`config.mk`:
```
export PLATFORM = sky130hd
export DESIGN_NAME = speed_ramp_flat
export DESIGN_NICKNAME = d
export VERILOG_FILES = /design/src/rtl/speed_ramp_pkg.sv /design/src/rtl/speed_ramp_if.sv /design/src/rtl/speed_ramp_ramp_channel.sv /design/src/rtl/speed_ramp.sv /design/src/flat_wrapper.sv
export SDC_FILE = /design/constraint.sdc
export NUM_CORES = 1
export LEC_CHECK = 0
export BUFFER_PORTS_ARGS = -buffer_cell sky130_fd_sc_hd__buf_2
export CORE_MARGIN = 2
export CORE_UTILIZATION = 50
export CTS_BUF_LIST = sky130_fd_sc_hd__clkbuf_2 sky130_fd_sc_hd__clkbuf_4 sky130_fd_sc_hd__clkbuf_8
export CTS_CLUSTER_SIZE = 12
export DETAILED_ROUTE_END_ITERATION = 16
export GPL_TIMING_DRIVEN = 1
export PLACE_DENSITY = 0.71
export SLEW_MARGIN = 20
export SYNTH_ARGS = -nofsm -noshare
export SYNTH_HDL_FRONTEND = slang
export SYNTH_SLANG_ARGS = --single-unit
```
`constraint.sdc`:
```
create_clock -name clk -period 3.6 [get_ports clk]
set_input_delay 0.9 -clock clk [delete_from_list [all_inputs] [get_ports clk]]
set_output_delay 0.9 -clock clk [all_outputs]
set_load 0.05 [all_outputs]
```
`src/rtl/speed_ramp_pkg.sv`:
```
// Shared definitions for the speed ramp limiter and the PWM drive stage it feeds.
package speed_ramp_pkg;

    localparam int SPEED_W = 6;

    typedef enum logic [1:0] {
        MODE_RUN     = 2'd0,
        MODE_ESTOP   = 2'd1,
        MODE_TRIPPED = 2'd2
    } mode_t;

endpackage

```
`src/rtl/speed_ramp_if.sv`:
```
// Command-side bundle of the speed ramp: targets in, ramped commands and status out.
interface speed_ramp_if
    import speed_ramp_pkg::*;
#(
    parameter int WIDTH = SPEED_W
);

    logic [WIDTH-1:0] target_0;
    logic [WIDTH-1:0] target_1;
    logic             target_valid;
    logic             estop;
    logic [WIDTH-1:0] cmd_0;
    logic [WIDTH-1:0] cmd_1;
    logic             at_target;
    logic             wdog_trip;
    mode_t            mode;

    modport master (
        output target_0, target_1, target_valid, estop,
        input  cmd_0, cmd_1, at_target, wdog_trip, mode
    );

    modport slave (
        input  target_0, target_1, target_valid, estop,
        output cmd_0, cmd_1, at_target, wdog_trip, mode
    );

endinterface

```
`src/rtl/speed_ramp_ramp_channel.sv`:
```
// One slew-limited output channel: steps cmd toward tgt by at most STEP per tick.
module ramp_channel
    import speed_ramp_pkg::*;
#(
    parameter int WIDTH = SPEED_W,
    parameter int STEP  = 1
) (
    input  logic             clk,
    input  logic             rst,
    input  logic             tick,
    input  logic             clr,
    input  logic [WIDTH-1:0] tgt,
    input  logic [WIDTH-1:0] tgt_nxt,
    output logic [WIDTH-1:0] cmd,
    output logic             at_tgt
);

    localparam logic [WIDTH:0] STEP_X = (WIDTH+1)'(STEP);

    logic [WIDTH:0]   cmd_x;
    logic [WIDTH:0]   tgt_x;
    logic [WIDTH:0]   up_sum;
    logic [WIDTH:0]   dn_dif;
    logic [WIDTH-1:0] up_val;
    logic [WIDTH-1:0] dn_val;
    logic [WIDTH-1:0] cmd_nxt;

    // One extra bit so both directions clamp onto the target instead of wrapping.
    assign cmd_x  = {1'b0, cmd};
    assign tgt_x  = {1'b0, tgt};
    assign up_sum = cmd_x + STEP_X;
    assign dn_dif = cmd_x - STEP_X;
    assign up_val = (up_sum > tgt_x) ? tgt : up_sum[WIDTH-1:0];
    assign dn_val = (dn_dif[WIDTH] || (dn_dif < tgt_x)) ? tgt : dn_dif[WIDTH-1:0];

    always_comb begin
        cmd_nxt = cmd;
        if (clr) begin
            cmd_nxt = '0;
        end else if (tick) begin
            if (cmd < tgt) begin
                cmd_nxt = up_val;
            end else if (cmd > tgt) begin
                cmd_nxt = dn_val;
            end
        end
    end

    always_ff @(posedge clk) begin
        if (rst) begin
            cmd    <= '0;
            at_tgt <= 1'b1;
        end else begin
            cmd    <= cmd_nxt;
            at_tgt <= (cmd_nxt == tgt_nxt);
        end
    end

endmodule

```
`src/rtl/speed_ramp.sv`:
```
// Dual-channel slew-rate limiter with emergency stop and command-loss watchdog.
module speed_ramp
    import speed_ramp_pkg::*;
#(
    parameter int WIDTH      = SPEED_W,
    parameter int TICK_DIV   = 1000,
    parameter int STEP       = 1,
    parameter int WDOG_TICKS = 4096
) (
    input  logic       clk,
    input  logic       rst,
    speed_ramp_if.slave bus
);

    localparam int PW = (TICK_DIV > 1) ? $clog2(TICK_DIV) : 1;
    localparam int WW = (WDOG_TICKS > 0) ? $clog2(WDOG_TICKS + 1) : 1;
    localparam logic [PW-1:0] PRE_LAST = PW'(TICK_DIV - 1);
    localparam logic [WW-1:0] WD_LAST  = WW'((WDOG_TICKS > 0) ? WDOG_TICKS - 1 : 0);
    localparam logic [WW-1:0] WD_MAX   = WW'(WDOG_TICKS);

    logic [PW-1:0]    pre;
    logic             tick;
    logic [WW-1:0]    wcnt;
    logic             wd_hit;
    logic             tv_eff;
    logic             trip;
    mode_t            mode;
    logic [WIDTH-1:0] tgt_0;
    logic [WIDTH-1:0] tgt_1;
    logic [WIDTH-1:0] tgt_0_nxt;
    logic [WIDTH-1:0] tgt_1_nxt;
    logic [WIDTH-1:0] cmd_0;
    logic [WIDTH-1:0] cmd_1;
    logic             at_0;
    logic             at_1;

    assign tick   = (pre == PRE_LAST);
    assign tv_eff = bus.target_valid & ~bus.estop;
    assign wd_hit = (WDOG_TICKS > 0) && tick && !tv_eff && (wcnt == WD_LAST);

    // Priority: estop, then a fresh command, then watchdog expiry.
    always_comb begin
        tgt_0_nxt = tgt_0;
        tgt_1_nxt = tgt_1;
        if (bus.estop) begin
            tgt_0_nxt = '0;
            tgt_1_nxt = '0;
        end else if (tv_eff) begin
            tgt_0_nxt = bus.target_0;
            tgt_1_nxt = bus.target_1;
        end else if (wd_hit) begin
            tgt_0_nxt = '0;
            tgt_1_nxt = '0;
        end
    end

    always_ff @(posedge clk) begin
        if (rst) begin
            pre   <= '0;
            wcnt  <= '0;
            trip  <= 1'b0;
            tgt_0 <= '0;
            tgt_1 <= '0;
            mode  <= MODE_RUN;
        end else begin
            pre   <= tick ? '0 : pre + PW'(1);
            tgt_0 <= tgt_0_nxt;
            tgt_1 <= tgt_1_nxt;

            if (tv_eff) begin
                wcnt <= '0;
            end else if ((WDOG_TICKS > 0) && tick && (wcnt != WD_MAX)) begin
                wcnt <= wcnt + WW'(1);
            end

            if (tv_eff) begin
                trip <= 1'b0;
            end else if (wd_hit) begin
                trip <= 1'b1;
            end

            if (bus.estop) begin
                mode <= MODE_ESTOP;
            end else if (tv_eff) begin
                mode <= MODE_RUN;
            end else if (wd_hit) begin
                mode <= MODE_TRIPPED;
            end else if (mode == MODE_ESTOP) begin
                mode <= MODE_RUN;
            end
        end
    end

    ramp_channel #(.WIDTH(WIDTH), .STEP(STEP)) u_ch0 (
        .clk     (clk),
        .rst     (rst),
        .tick    (tick),
        .clr     (bus.estop),
        .tgt     (tgt_0),
        .tgt_nxt (tgt_0_nxt),
        .cmd     (cmd_0),
        .at_tgt  (at_0)
    );

    ramp_channel #(.WIDTH(WIDTH), .STEP(STEP)) u_ch1 (
        .clk     (clk),
        .rst     (rst),
        .tick    (tick),
        .clr     (bus.estop),
        .tgt     (tgt_1),
        .tgt_nxt (tgt_1_nxt),
        .cmd     (cmd_1),
        .at_tgt  (at_1)
    );

    assign bus.cmd_0     = cmd_0;
    assign bus.cmd_1     = cmd_1;
    assign bus.at_target = at_0 & at_1;
    assign bus.wdog_trip = trip;
    assign bus.mode      = mode;

endmodule

```
`src/flat_wrapper.sv`:
```
// flat-port wrapper written by rule: the top's interface ports become plain ports
module speed_ramp_flat import speed_ramp_pkg::*;
#(
    parameter int WIDTH      = SPEED_W,
    parameter int TICK_DIV   = 1000,
    parameter int STEP       = 1,
    parameter int WDOG_TICKS = 4096
)
  (clk, rst, bus_target_0, bus_target_1, bus_target_valid, bus_estop, bus_cmd_0, bus_cmd_1, bus_at_target, bus_wdog_trip, bus_mode);
  speed_ramp_if #(.WIDTH(WIDTH)) bus_i ();
  input  logic clk;
  input  logic rst;
  input wire logic [$bits(bus_i.target_0)-1:0] bus_target_0;
  input wire logic [$bits(bus_i.target_1)-1:0] bus_target_1;
  input wire logic [$bits(bus_i.target_valid)-1:0] bus_target_valid;
  input wire logic [$bits(bus_i.estop)-1:0] bus_estop;
  output wire logic [$bits(bus_i.cmd_0)-1:0] bus_cmd_0;
  output wire logic [$bits(bus_i.cmd_1)-1:0] bus_cmd_1;
  output wire logic [$bits(bus_i.at_target)-1:0] bus_at_target;
  output wire logic [$bits(bus_i.wdog_trip)-1:0] bus_wdog_trip;
  output wire logic [$bits(bus_i.mode)-1:0] bus_mode;
  assign bus_i.target_0 = bus_target_0;
  assign bus_i.target_1 = bus_target_1;
  assign bus_i.target_valid = bus_target_valid;
  assign bus_i.estop = bus_estop;
  assign bus_cmd_0 = bus_i.cmd_0;
  assign bus_cmd_1 = bus_i.cmd_1;
  assign bus_at_target = bus_i.at_target;
  assign bus_wdog_trip = bus_i.wdog_trip;
  assign bus_mode = bus_i.mode;
  speed_ramp #(.WIDTH(WIDTH), .TICK_DIV(TICK_DIV), .STEP(STEP), .WDOG_TICKS(WDOG_TICKS)) u_core (.clk(clk), .rst(rst), .bus(bus_i));
endmodule
```
**Word-level counts from Yosys, hierarchy flattened**

Cells that the tools add are included.
W data, S select, Z words.

- Register bits: 52
- Latch bits: 0
- Bits in writable memories: 0
- Memory bits (read-only): 0
- Input port bits: 16
- Output and inout port bits: 16
- Memories kept: 0

- Add/sub/neg operators: 6
- $mul: 0
- Div/mod/pow operators: 0
- Magnitude comparators: 8
- Eq/ne operators: 6
- Shift-type cells: 0
- Muxes and demuxes: 22
- Bitwise logic cells: 3
- Reductions and logical operators: 11

Operator list:

| kind | count |
|---|---|
| $mux W6 | 18 |
| $add A6 B1 Y7 const B | 2 |
| $gt A7 B6 Y1 | 2 |
| $lt A7 B6 Y1 | 2 |
| $sub A6 B1 Y7 const B | 2 |
| $add A13 B1 Y13 const B | 1 |
| $eq A13 B12 Y1 const B | 1 |
| $ne A13 B13 Y1 const B | 1 |
| $eq A6 B6 Y1 | 2 |
| $gt A6 B6 Y1 | 2 |
| $lt A6 B6 Y1 | 2 |
| $add A10 B1 Y10 const B | 1 |
| $eq A10 B10 Y1 const B | 1 |
| $mux W2 | 2 |
| $reduce_bool A4 Y1 | 1 |
| $reduce_or A2 Y1 | 2 |
| $logic_and A1 B1 Y1 | 3 |
| $reduce_or A3 Y1 | 1 |
| $and A1 B1 Y1 | 2 |
| $eq A2 B1 Y1 const B | 1 |
| $logic_or A1 B1 Y1 | 2 |
| $mux W1 | 2 |
| $reduce_bool A2 Y1 | 1 |
| $logic_not A1 Y1 | 1 |
| $not A1 Y1 | 1 |

**Logic depth before layout (Yosys ltp)**

- Depth after elaboration: 9
- Mapped depth: 15

**Hierarchy**

From an unflattened synthesis, not the netlist that was laid out.

- Cells, all modules: 578
- Area total of the unflattened synthesis: 4565.6 µm²

By module, submodules not included:

| module | times used | cells an instance | area an instance (µm²) | seq. area each (µm²) |
|---|---|---|---|---|
| ramp_channel | 2 | 180 | 1366.3 | 140.1 |
| speed_ramp | 1 | 218 | 1833.0 | 760.7 |

**Worst setup path after synthesis**

OpenSTA, ideal clock, no wires.

- Path kind: register to register
- Start point: register u_core.u_ch1.cmd[0]
- End point: register u_core.u_ch1.at_tgt
- Data arrival time: 3.699 ns
- Data required time: 3.516 ns
- Setup slack: -0.183 ns
- Cell stages (with the launch flop): 15
- Buffers on the path: 1
- Cells stage by stage: dfxtp_1 -> clkbuf_1 -> inv_1 -> ha_1 -> nor3b_1 -> xnor2_1 -> ha_1 -> a211o_1 -> o21ai_2 -> mux2_2 -> a211oi_1 -> nor2_1 -> a31oi_1 -> nand2_1 -> o31ai_2

- Cells in the longest elaborated chain, start to end: 9
- Elaborated cells between the ends (all ways): 14
- Classes of those cells: add/sub (2); order compare (4); eq/ne (1); mux (6); reduce/logical (1)

RTL lines:

| element | RTL line | text |
|---|---|---|
| start, declared | speed_ramp_ramp_channel.sv:14 | `output logic [WIDTH-1:0] cmd,` |
| start signal, assigned | speed_ramp_ramp_channel.sv:54 | `cmd <= cmd_nxt;` |
| $sub A6 B1 Y7 | speed_ramp_ramp_channel.sv:32 | `assign dn_dif = cmd_x - STEP_X;` |
| $lt A7 B6 Y1 | speed_ramp_ramp_channel.sv:34 | `assign dn_val = (dn_dif[WIDTH] \|\| (dn_dif < tgt_x)) ? tgt : dn_dif[WIDTH-1:0];` |
| $logic_or A1 B1 Y1 | speed_ramp_ramp_channel.sv:34 |  |
| $mux W6 | speed_ramp_ramp_channel.sv:34 |  |
| $mux W6 | speed_ramp_ramp_channel.sv:43 | `end else if (cmd > tgt) begin` |
| $mux W6 | speed_ramp_ramp_channel.sv:41 | `if (cmd < tgt) begin` |
| $mux W6 (*) | speed_ramp_ramp_channel.sv:40 | `end else if (tick) begin` |
| $mux W6 (*) | speed_ramp_ramp_channel.sv:38 | `if (clr) begin` |
| $eq A6 B6 Y1 (*) | speed_ramp_ramp_channel.sv:55 | `at_tgt <= (cmd_nxt == tgt_nxt);` |
| end signal, assigned | speed_ramp_ramp_channel.sv:55 |  |
| end, declared | speed_ramp_ramp_channel.sv:15 | `output logic at_tgt` |

Mark *: on every way between the ends. The rest lies on a longest branch, timed or not.
A chain may end at the register's enable or synchronous reset.

**Final worst setup path**

Same ends and word-level chain as after synthesis.

==> impl_metrics.csv <==
group,metric,value,unit
timing,relSlewSlack,0.609,
cts,clock_tree.root_cell,"clkbuf_8",
cells_and_area,seqCellArea,1050,um2
power,ir_drop,0.000204,V
cts,cts_made_buffers,5,
critical_path,cp-start-kind,"flop",
route,totalWireLength,11700,um
power,leakage,1.92,nW
timing,rsz0062_at_grt,"yes",
synthesis,synth_fp_nets,591,
global_route,grt_pass1_wl,19300,um
timing,skew,0.00570,ns
route,vias,4222,
synthesis,synth_common_cells,"nor2_1 (65), dfxtp_1 (52), ha_1 (41)",
place,routabilityCongestion,0.976,
cells_and_area,final_cell_area,4740,um2
timing,timing.final.crit_share,0.975,
cells_and_area,nFillCells,768,
job,drv_cap,0,
global_route,track_usage,0.268,
floorplanning,start_util,0.512,
critical_path,reg2reg_depth,15,
synthesis,syn_area,4180,um2
cts,clkLatencyLatePin,0.31,ns
floorplanning,die_width,95.5,um
cells_and_area,diodes,0,
status,status,"complete, no violations",
route,viasPerCell,6.21,
critical_path,crit_type,"reg2reg",
floorplanning,coreArea,8180,um2
critical_path,arrival,3.70,ns
cells_and_area,final_nets,631,
route,dr.pass1.iters,6,
cells_and_area,utilization,0.579,
synthesis,synth_area_leaders,"dfxtp_1 (25%), ha_1 (12%), nor2_1 (5.8%)",
floorplanning,die_h,95.5,um
timing,period_needed,3.51,ns
floorplanning,ios,32,
timing,finalSetupTns,0,ns
critical_path,required,3.79,ns
critical_path,endpoint_kind,"flop",
global_route,antenna_found_initial,0,
timing,tightest_slew,0.582,ns
place,portBuffers,31,
cts,htree_num_levels,2,
synthesis,synth.most_common_cell,"nor2_1",
power,powerDensity,257,nW/um2
synthesis,seq_area_frac_synth,0.249,
global_route,grt_pass1_vias,3950,
synthesis,synth_cells,534,
synthesis,synth_edf_count,0,
floorplanning,core.rowCount,33,
route,post-route-drc-count,0,
cells_and_area,multi_input_area,2990,um2
timing,max_freq,285,MHz
place,dp_hpwl,8890,um
synthesis,async_reset_ff_frac,0,
global_route,grt_max_degree,25,
timing,setup_viol,0,
synthesis,synth_top_area_frac,0.249,
route,avgRoutedWirePerCell,17.2,um
synthesis,ys_ff_latch,52,
cts,cts_tree,"done",
route,drtAntennaViolNets,0,
cts,path_clk_slew,0.09,ns
hold_path,hold_depth,1,
timing,hold_violations,0,
synthesis,synth_ff_type,"dfxtp_1",
cts,cts_buffer_depth,2,
floorplanning,die_area,9110,um2
global_route,grt-ovfl-total,0,
cts,clock_sinks,52,
place,dpl-instance-area,4550,um2
synthesis,yosys.area.top_type,"dfxtp_1",
critical_path,path_max_fanout,7,
synthesis,synth_cell_types,69,
timing,final_max_slew_viol_count,0,
hold_path,hp-class,"reg2reg",
synthesis,avgSynthCellArea,7.83,um2
cells_and_area,drive_above_1_share,0.163,
route,drtIter0Drc,326,
synthesis,yosysWarnings,0,
cells_and_area,syn_to_final_growth,13.2,%
[stage by stage]
step	hold WS, ns	instances	setup slack (ns)	power [mW]
finish	0.477	680	0.0916	1.22
global route	0.502	680	-0.0134	1.27
CTS	0.478	678	0.0385	1.22
detailed placement	0.455	670	0.00303	0.805
global placement	0.447	670	0.00281	0.802
floorplan	0.430	534	0.0176	0.747
[sequential cells by signal, summed over array words and instances (netlist names)]
signal and flops:
u_core.u_ch0.cmd 6, u_core.bus.mode 2, u_core.u_ch1.at_tgt 1, u_core.u_ch0.at_tgt 1, u_core.u_ch1.cmd 6, u_core.tgt_0 6
u_core.tgt_1 6, u_core.pre 10, u_core.bus.wdog_trip 1, u_core.wcnt 13
[worst max-delay path: stages, from the launching register on]
cell and delay, ns:
dfxtp_4 0.39, inv_1 0.10, ha_1 0.25, nor3b_2 0.16, buf_4 0.16, xnor2_1 0.12
ha_1 0.30, a211o_1 0.34, o21ai_4 0.24, buf_4 0.16, mux2_2 0.33, a32o_1 0.27
nor4_2 0.29, a2111oi_1 0.08, o21ai_0 0.12, o31ai_2 0.07
[cell families after synthesis]
family	after synthesis	share of synthesized area
AO/OA/AOI/OAI	144	0.242
XOR/XNOR	36	0.0754
adder cells (fa/ha/maj)	41	0.123
buffers and inverters	53	0.0497
flip-flops	52	0.249
multiplexers	9	0.0227
AND/OR/NAND/NOR	199	0.239
[repair_timing]
action                     CTS  global route
resized for setup            1            15
setup endpoints to repair    1             2
pin swaps                    0             3
buffers inserted             0             2
hold buffers                 0             0
[layer usage]
metal | vias to the layer above | part of all wire | routed length [um] | global-route usage
met5 | - | 0 | 0 | 0
met4 | 0 | 0.023 | 269 | 0.0810
met3 | 30 | 0.070 | 820 | 0.0451
met2 | 185 | 0.46 | 5400 | 0.433
met1 | 1975 | 0.45 | 5230 | 0.366
li1 | 2032 | - | - | -
[worst paths after layout]
check | to | start | slack, ns
setup / recovery | u_core.u_ch1.at_tgt | u_core.u_ch1.cmd[0] | 0.09
hold / removal | u_core.pre[0] | u_core.pre[0] | 0.48
hold reg to reg | u_core.pre[0] | u_core.pre[0] | 0.48
setup reg to reg | u_core.u_ch1.at_tgt | u_core.u_ch1.cmd[0] | 0.09
[cell usage in the layout (no fill, tap or decap), types with 17 or more instances in the layout]
cell type | Yosys | final
xor2_1 | 19 | 19
dfxtp_1 | 52 | 47
o21ai_0 | 21 | 20
a21oi_1 | 37 | 35
inv_1 | 31 | 31
buf_2 | 7 | 31
ha_1 | 41 | 40
xnor2_1 | 17 | 17
nand3_1 | 21 | 21
nand2_1 | 33 | 33
nor2_1 | 65 | 65
buf_4 | 0 | 24
[cell type report]
class / instances / share of cell area
Clock inverter: 2 / 0.00819
Tap cell: 105 / 0.0277
Timing Repair Buffer: 55 / 0.0708
Inverter: 31 / 0.0246
Multi-Input combinational cell: 429 / 0.631
Clock buffer: 6 / 0.0161
Sequential cell: 52 / 0.222
[power by group]
part,switching (mW),internal [mW]
logic,0.133,0.0748
clock network,0.200,0.218
registers,0.00930,0.584
Note: power is estimated with default switching activity, not from simulation.
